$ cat src/rtl/bp_sac_link_merge_pkg.sv
// ============================================================================
// Module      : bp_sac_link_merge_pkg
// Description : Wormhole header layout helpers shared by the SAC link merger.
// Revision    : 1.0 - initial release
// ============================================================================
`default_nettype none

package bp_sac_link_merge_pkg;

  // Wormhole header: cord in the low bits, length field directly above it.
  function automatic int unsigned wh_len_lsb(input int unsigned cord_width);
    return cord_width;
  endfunction

endpackage

`default_nettype wire

$ cat src/rtl/bsg_two_fifo.sv
// ============================================================================
// Module      : bsg_two_fifo
// Description : Two-entry ready/valid FIFO with yumi-style dequeue.
// Revision    : 1.0 - initial release
// ============================================================================
`default_nettype none

module bsg_two_fifo #(
  parameter int width_p = 64
) (
  input  logic               clk_i,
  input  logic               reset_i,
  output logic               ready_o,
  input  logic [width_p-1:0] data_i,
  input  logic               v_i,
  output logic               v_o,
  output logic [width_p-1:0] data_o,
  input  logic               yumi_i
);

  logic [width_p-1:0] r_mem [2];
  logic               r_wptr;
  logic               r_rptr;
  logic [1:0]         r_count;
  logic               w_enq;
  logic               w_deq;

  // Ready depends only on registered occupancy, never on a same-cycle dequeue.
  assign ready_o = (r_count != 2'd2);
  assign v_o     = (r_count != 2'd0);
  assign data_o  = r_mem[r_rptr];
  assign w_enq   = v_i & ready_o;
  assign w_deq   = yumi_i & v_o;

  always_ff @(posedge clk_i or posedge reset_i) begin
    if (reset_i) begin
      r_wptr  <= 1'b0;
      r_rptr  <= 1'b0;
      r_count <= 2'd0;
    end else begin
      if (w_enq) r_wptr <= ~r_wptr;
      if (w_deq) r_rptr <= ~r_rptr;
      r_count <= r_count + {1'b0, w_enq} - {1'b0, w_deq};
    end
  end

  always_ff @(posedge clk_i) begin
    if (w_enq) r_mem[r_wptr] <= data_i;
  end

endmodule

`default_nettype wire

$ cat src/rtl/bp_sac_link_merge.sv
// ============================================================================
// Module      : bp_sac_link_merge
// Description : Round-robin wormhole merge of SAC row links onto one egress.
// Revision    : 1.0 - initial release
// ============================================================================
`default_nettype none

module bp_sac_link_merge
  import bp_sac_link_merge_pkg::*;
#(
  parameter int num_in_p     = 2,
  parameter int flit_width_p = 64,
  parameter int cord_width_p = 8,
  parameter int len_width_p  = 4
) (
  input  logic                             clk_i,
  input  logic                             reset_i,
  input  logic [num_in_p*flit_width_p-1:0] data_i,
  input  logic [num_in_p-1:0]              v_i,
  output logic [num_in_p-1:0]              ready_and_o,
  output logic [flit_width_p-1:0]          data_o,
  output logic                             v_o,
  input  logic                             ready_and_i
);

  localparam int c_idx_w   = (num_in_p > 1) ? $clog2(num_in_p) : 1;
  localparam int c_len_lsb = int'(wh_len_lsb(cord_width_p));

  typedef enum logic [0:0] {
    c_idle = 1'b0,
    c_busy = 1'b1
  } state_e;

  state_e                  r_state, w_state_nxt;
  logic [c_idx_w-1:0]      r_rr_ptr, w_rr_ptr_nxt;
  logic [c_idx_w-1:0]      r_lock, w_lock_nxt;
  logic [len_width_p-1:0]  r_cnt, w_cnt_nxt;
  logic [c_idx_w-1:0]      w_winner;
  logic [c_idx_w-1:0]      w_sel;
  logic                    w_found;
  logic                    w_fifo_ready;
  logic                    w_xfer;
  logic [flit_width_p-1:0] w_sel_data;
  logic [len_width_p-1:0]  w_hdr_len;

  // First valid input at or above rr_ptr, wrapping modulo num_in_p.
  always_comb begin
    int j;
    w_found  = 1'b0;
    w_winner = '0;
    j        = 0;
    for (int k = 0; k < num_in_p; k++) begin
      j = int'(r_rr_ptr) + k;
      if (j >= num_in_p) j = j - num_in_p;
      if (!w_found && v_i[j]) begin
        w_found  = 1'b1;
        w_winner = c_idx_w'(j);
      end
    end
  end

  assign w_sel      = (r_state == c_busy) ? r_lock : w_winner;
  assign w_sel_data = data_i[w_sel*flit_width_p +: flit_width_p];
  assign w_hdr_len  = w_sel_data[c_len_lsb +: len_width_p];

  always_comb begin
    w_state_nxt  = r_state;
    w_rr_ptr_nxt = r_rr_ptr;
    w_lock_nxt   = r_lock;
    w_cnt_nxt    = r_cnt;
    ready_and_o  = '0;
    w_xfer       = 1'b0;

    case (r_state)
      c_idle: if (w_found) ready_and_o[w_winner] = w_fifo_ready & ~reset_i;
      c_busy: ready_and_o[r_lock] = w_fifo_ready & ~reset_i;
      default: ;
    endcase

    w_xfer = |(ready_and_o & v_i);

    if (w_xfer) begin
      if (r_state == c_idle) begin
        w_rr_ptr_nxt = (w_winner == c_idx_w'(num_in_p - 1)) ? '0 : w_winner + 1'b1;
        if (|w_hdr_len) begin
          w_state_nxt = c_busy;
          w_lock_nxt  = w_winner;
          w_cnt_nxt   = w_hdr_len;
        end
      end else begin
        w_cnt_nxt = r_cnt - 1'b1;
        if (r_cnt == len_width_p'(1)) w_state_nxt = c_idle;
      end
    end
  end

  always_ff @(posedge clk_i or posedge reset_i) begin
    if (reset_i) begin
      r_state  <= c_idle;
      r_rr_ptr <= '0;
      r_lock   <= '0;
      r_cnt    <= '0;
    end else begin
      r_state  <= w_state_nxt;
      r_rr_ptr <= w_rr_ptr_nxt;
      r_lock   <= w_lock_nxt;
      r_cnt    <= w_cnt_nxt;
    end
  end

  bsg_two_fifo #(
    .width_p (flit_width_p)
  ) u_fifo (
    .clk_i   (clk_i),
    .reset_i (reset_i),
    .ready_o (w_fifo_ready),
    .data_i  (w_sel_data),
    .v_i     (w_xfer),
    .v_o     (v_o),
    .data_o  (data_o),
    .yumi_i  (v_o & ready_and_i)
  );

endmodule

`default_nettype wire
$ cat config.mk
export PLATFORM = sky130hd
export DESIGN_NAME = bp_sac_link_merge
export DESIGN_NICKNAME = d
export VERILOG_FILES = /design/src/rtl/bp_sac_link_merge_pkg.sv /design/src/rtl/bsg_two_fifo.sv /design/src/rtl/bp_sac_link_merge.sv
export SDC_FILE = /design/constraint.sdc
export NUM_CORES = 1
export LEC_CHECK = 0
export BUFFER_PORTS_ARGS = -buffer_cell sky130_fd_sc_hd__buf_4
export CAP_MARGIN = 20
export CORE_MARGIN = 5
export CORE_UTILIZATION = 35
export DETAILED_ROUTE_END_ITERATION = 12
export MAX_ROUTING_LAYER = met4
export SLEW_MARGIN = 20
export SYNTH_ARGS = -nofsm -noshare
export SYNTH_HDL_FRONTEND = slang
export SYNTH_SLANG_ARGS = --single-unit
export TNS_END_PERCENT = 100
$ cat constraint.sdc
create_clock -name clk_i -period 5.7 [get_ports clk_i]
set_input_delay 0.855 -clock clk_i [delete_from_list [all_inputs] [get_ports clk_i]]
set_output_delay 0.855 -clock clk_i [all_outputs]
set_load 0.01 [all_outputs]
Yosys cells after proc, flatten, opt, wreduce, memory -nomap -nowiden

Memory sizes are Yosys's and may differ from the RTL's.
Cells that the tools add are included.

Shift-type cells: 1
Mux-type cells: 27
Add/sub/neg operators: 7
Order comparisons: 8
Bitwise logic cells: 11
Reduce and logical (&&, ||, !) cells: 11
Equal/unequal tests: 2

Operators with widths:

| cell                                                               | count |
|---|---|
| indexed part select 128 x 8 -> 64 bit                              | 1 |
| less-than comparator 32 x 3 -> 1 bit (second input constant)       | 2 |
| two-way mux 32 bit                                                 | 2 |
| two-way mux 1 bit                                                  | 19 |
| two-way mux 4 bit                                                  | 2 |
| AND 2 bit                                                          | 3 |
| AND 1 bit                                                          | 4 |
| == test 4 x 1 -> 1 bit (second input constant)                     | 1 |
| less-than comparator 1 x 2 -> 1 bit (second input constant)        | 2 |
| inverter 1 bit                                                     | 4 |
| case mux 2 bit (2 select lines)                                    | 1 |
| AND reduction 2 bit                                                | 2 |
| nonzero test 2 bit                                                 | 2 |
| OR reduction 4 bit                                                 | 1 |
| subtractor 4 x 1 -> 4 bit (second input constant)                  | 1 |
| logical AND 1 bit                                                  | 3 |
| AND reduction 3 bit                                                | 1 |
| subtractor 1 x 2 -> 3 bit (second input constant)                  | 1 |
| subtractor 2 x 2 -> 3 bit (second input constant)                  | 1 |
| adder 1 x 1 -> 2 bit (second input constant)                       | 1 |
| adder 2 x 1 -> 2 bit                                               | 1 |
| demux 1 bit (select 1 bit)                                         | 2 |
| greater-or-equal comparator 1 bit (second input constant)          | 2 |
| greater-or-equal comparator 1 x 2 -> 1 bit (second input constant) | 1 |
| 7 further kinds                                                    | 7 |

Memories: 1
Register bits after elaboration: 11
Logic and storage cells: 75
Memory bits (writable): 128
Output and inout bits: 67
Input port bits: 133

Memories:

| name         | depth | width | rd ports | clocked after memory_dff | wr ports | RTL line           | text |
|---|---|---|---|---|---|---|---|
| u_fifo.r_mem | 2     | 64    | 1        | 0                        | 1        | bsg_two_fifo.sv:21 | `logic [width_p-1:0] r_mem [2];` |

Longest topological paths before layout

Depth in word-level cells: 21
Gate-level depth with buffers: 8
Depth with buffers taken out: 8

By module

A second synthesis with hierarchy kept.

Cell total of the unflattened synthesis: 353
Area, all modules: 6326.1 sq um

By module, submodules not included:

| module            | times used | seq. area each (sq um) | area an instance (sq um) | cells an instance |
|---|---|---|---|---|
| bsg_two_fifo      | 1          | 3943.8                 | 5027.3                   | 217 |
| bp_sac_link_merge | 1          | 175.2                  | 1298.7                   | 136 |

Worst setup path before layout

No wires, ideal clock.

Path kind: input-to-reg
Start point: in reset_i
End point: mem u_fifo.r_mem[0][0], enable pin
Stages on the path: 4
Slack: 0.647 ns
Arrival: 4.560 ns
Library setup time: 0.494 ns
Path through: inv_1 -> o221ai_1 -> a21oi_1 -> nor2b_1

Longest elaborated chain between the ends: 10
Elaborated cells on any way between the ends: 11
Classes of those cells: 4 x mux; 6 x bitwise; 1 x reduce/logical

RTL lines:

| element                                   | RTL line                                         | text |
|---|---|---|
| start: declaration                        | bp_sac_link_merge.sv:17                          | `input logic reset_i,` |
| inverter 1 bit *                          | bp_sac_link_merge.sv:75, bp_sac_link_merge.sv:76 |  |
| AND 1 bit *                               | bp_sac_link_merge.sv:75, bp_sac_link_merge.sv:76 |  |
| AND 2 bit (no line)                       | n/a                                              |  |
| two-way mux 2 bit                         | bp_sac_link_merge.sv:75                          | `c_idle: if (w_found) ready_and_o[w_winner] = w_fifo_ready & ~reset_i;` |
| case mux 2 bit (2 select lines) *         | bp_sac_link_merge.sv:74                          | `case (r_state)` |
| AND 2 bit *                               | bp_sac_link_merge.sv:80                          | `w_xfer = \|(ready_and_o & v_i);` |
| OR reduction 2 bit *                      | bp_sac_link_merge.sv:80                          |  |
| AND 1 bit *                               | bsg_two_fifo.sv:32                               | `assign w_enq = v_i & ready_o;` |
| two-way mux 1 bit *                       | bsg_two_fifo.sv:48                               | `if (w_enq) r_mem[r_wptr] <= data_i;` |
| two-way mux 1 bit (not written as such) * | bsg_two_fifo.sv:48                               |  |
| end: declaration                          | bsg_two_fifo.sv:21                               |  |

Mark *: on every way between the ends. The rest lies on a longest branch, timed or not.

Worst setup path in the final report

Start point: in reset_i
End point: mem u_fifo.r_mem[0][62], enable pin

Same word-level chain as after synthesis.

==> impl_metrics.tcl <==
set metrics [dict create \
    drc 0 \
    cap_violations 0 \
    synth-adder-area-share 0.00821 \
    synthTopCellsByArea "edfxtp_1 63%, mux2_2 24%, dfrtp_1 4.5%" \
    dr_total_vias 3726 \
    drive_gt1_frac 0.637 \
    max_freq_mhz 291 \
    finalSetupTns_ps 0 \
    synthToLayoutAreaGrowth_pct 38.0 \
    grt_pass1_vias 3911 \
    cts_resized 0 \
    yosysWarnings 0 \
    clkLatencyLatePin_ps 410 \
    hpwlAfterDp_mm 9.46 \
    critical-path-top-delay-family "compound AO/OA/AOI/OAI gates" \
    clk_pin_slew_ps 60 \
    syn-cell-area_um2 6100 \
    post-route-min-period_ps 3430 \
    status "complete, no violations" \
    synth_top_area_share 0.631 \
    fin_nets 691 \
    synthCells 351 \
    gp_congestion 0.812 \
    slowest_delay_ps 780 \
    grt_max_degree 67 \
    ys_seq_area_frac 0.676 \
    cts_buffer_depth 2 \
    htreeDepth 4 \
    drtPass1Iterations 6 \
    initial_core_util 0.355 \
    total_power_mw 3.58 \
    cts_root_buf "clkbuf_16" \
    drt-initial-drc-count 189 \
    synth_edf_count 128 \
    slew_violations 0 \
    place_inst 760 \
    totalWireLength_mm 13.5 \
    numPortBuffers 199 \
    post-cts-setup-buffers 0 \
    hold_class "input pin to async pin" \
    hold_buffers 0 \
    die_w_um 142 \
    skew_ps 10.9 \
    irDropWorstVdd_mv 0.215 \
    grt_usage 0.138 \
    yosys.area_share.simple 0.0273 \
    crit_type "input pin to flip-flop" \
    rsz0062_at_grt "no" \
    clock-sinks 139 \
    crit_fanout 39 \
    die_y_um 142 \
    cts_tree "yes" \
    syn_nets 488 \
    fin_crit_sh 0.602 \
    yosys-top-cells-count "130 x mux2_2, 128 x edfxtp_1, 11 x dfrtp_1" \
    powerDensity_nw_per_um2 426 \
    critPathArrivalTime_ps 3520 \
    crit_chain "buf_4, inv_1, o221ai_1, a21oi_1, nor2b_4, buf_12" \
    antenna_found_initial 0 \
    final_cells 792 \
    antennaDiodeCount 0 \
    cp.required_ps 5790 \
    slowest_stage "nor2b_4" \
    tightest_slew_ps 950 \
    critPathLaunchType "input pin" \
    p_leak_nw 3.21 \
    muxShareOfSynthArea 0.246 \
    viasPerCell 4.70 \
    cp.buffers_inverters 3 \
    overflow 0 \
    cts_buffers 17 \
    dieArea_um2 20200 \
    wl_per_cell_um 17.1 \
    synth-main-ff-cell "edfxtp_1" \
    drt.antenna.violating_nets 0 \
    yosysMostFrequentCell "mux2_2" \
    synth_top_family_by_area "multiplexers" \
    setup_viol 0 \
    endpoint_kind "flip-flop" \
    async_flop_share 0.0791 \
    reg2reg_slack_ps 2840 \
    synth_compound_area_frac 0.0203 \
    hold_viol 0 \
    yosys_register_bits 139 \
    synthDistinctLibCells 37 \
    synth_area_leader_cell "edfxtp_1" \
    num_rows 48 \
    synthXorXnorAreaFrac 0.00575 \
    grt_pass1_wl_mm 20.5 \
    n_fill_cell 1552 \
    slew_headroom 0.366 \
    pin_count 200 \
    design.core.area_um2 17200 \
    synth.avg_cell_area_um2 17.4 \
]
[per-stage QoR]
step | hold slack [ps] | instance area (um^2) | util | setup WS [ps]
6_report | 470 | 8410 | 0.490 | 2270
5_1_grt | 491 | 8410 | 0.490 | 1970
3_3_place_gp | 467 | 7840 | 0.457 | 1870
2_1_floorplan | 446 | 6100 | - | 647
3_5_place_dp | 474 | 7840 | 0.457 | 1780
4_1_cts | 461 | 8410 | 0.490 | 2190
[cells by family after synthesis]
family                     count (synthesis)
DFF                                      139
muxes                                    133
and+or+nand+nor                           30
buffers and inverters                     24
AOI/OAI and AO/OA                         17
xor gates and xnor gates                   4
adders and majority gates                  4
[worst paths after layout]
kind	start	endpoint	cells past startpoint
min in group clk_i	u_fifo.r_count[1]	u_fifo.r_count[1]	1
max	reset_i	u_fifo.r_mem[0][62]	6
max reg2reg	u_fifo.r_count[1]	u_fifo.r_mem[0][62]	5
max in group asynchronous	reset_i	u_fifo.r_rptr	2
min reg2reg	u_fifo.r_count[1]	u_fifo.r_count[1]	1
min	reset_i	r_rr_ptr	2
[final cells by class]
class	instances	area [um^2]	share of cell area
sequential	139	4120	0.490
clock buffer	21	440	0.0524
timing repair buffer	201	1520	0.181
multi-input combinational	188	1890	0.225
inverter	7	26.3	0.00312
tap	225	282	0.0335
clock inverter	11	126	0.0150
[flip-flops by register name, summed over array words and instances, names as in the netlist]
| signal | count |
|---|---|
| r_state | 1 |
| r_cnt | 4 |
| r_rr_ptr | 1 |
| u_fifo.r_count | 2 |
| u_fifo.r_rptr | 1 |
| r_lock | 1 |
| u_fifo.r_mem | 128 |
| u_fifo.r_wptr | 1 |
[power by group]
group          leakage, nW  internal (mW)  switching [mW]
registers             1.29           1.31          0.0619
logic                 1.65          0.616           0.544
clock network        0.272          0.678           0.370
[worst register-to-register path: stages (launching register included)]
cell      delay, ps
dfrtp_1         390
inv_1            90
o221ai_1        390
a21oi_1         540
nor2b_4         780
buf_12          330
[cell usage in the layout (no fill, tap or decap), types with 3 or more instances in the layout]
cell type,count
buf_4,200
mux2_2,130
edfxtp_1,128
clkbuf_16,17
dfrtp_1,10
nand2_1,7
inv_1,6
nor4_1,5
clkinv_1,5
ha_1,4
clkbuf_1,4
nand2b_1,3
nor2_1,3
o21ai_0,3
bufinv_16,3
[routing by layer]
metal | vias up | global-route usage | routed length (um)
met5 | - | - | 0
met4 | 0 | 0.0379 | 150
met3 | 16 | 0.0437 | 941
met2 | 152 | 0.220 | 6470
met1 | 1782 | 0.172 | 5950
li1 | 1776 | - | -
Power figures use the tool's default switching activity.
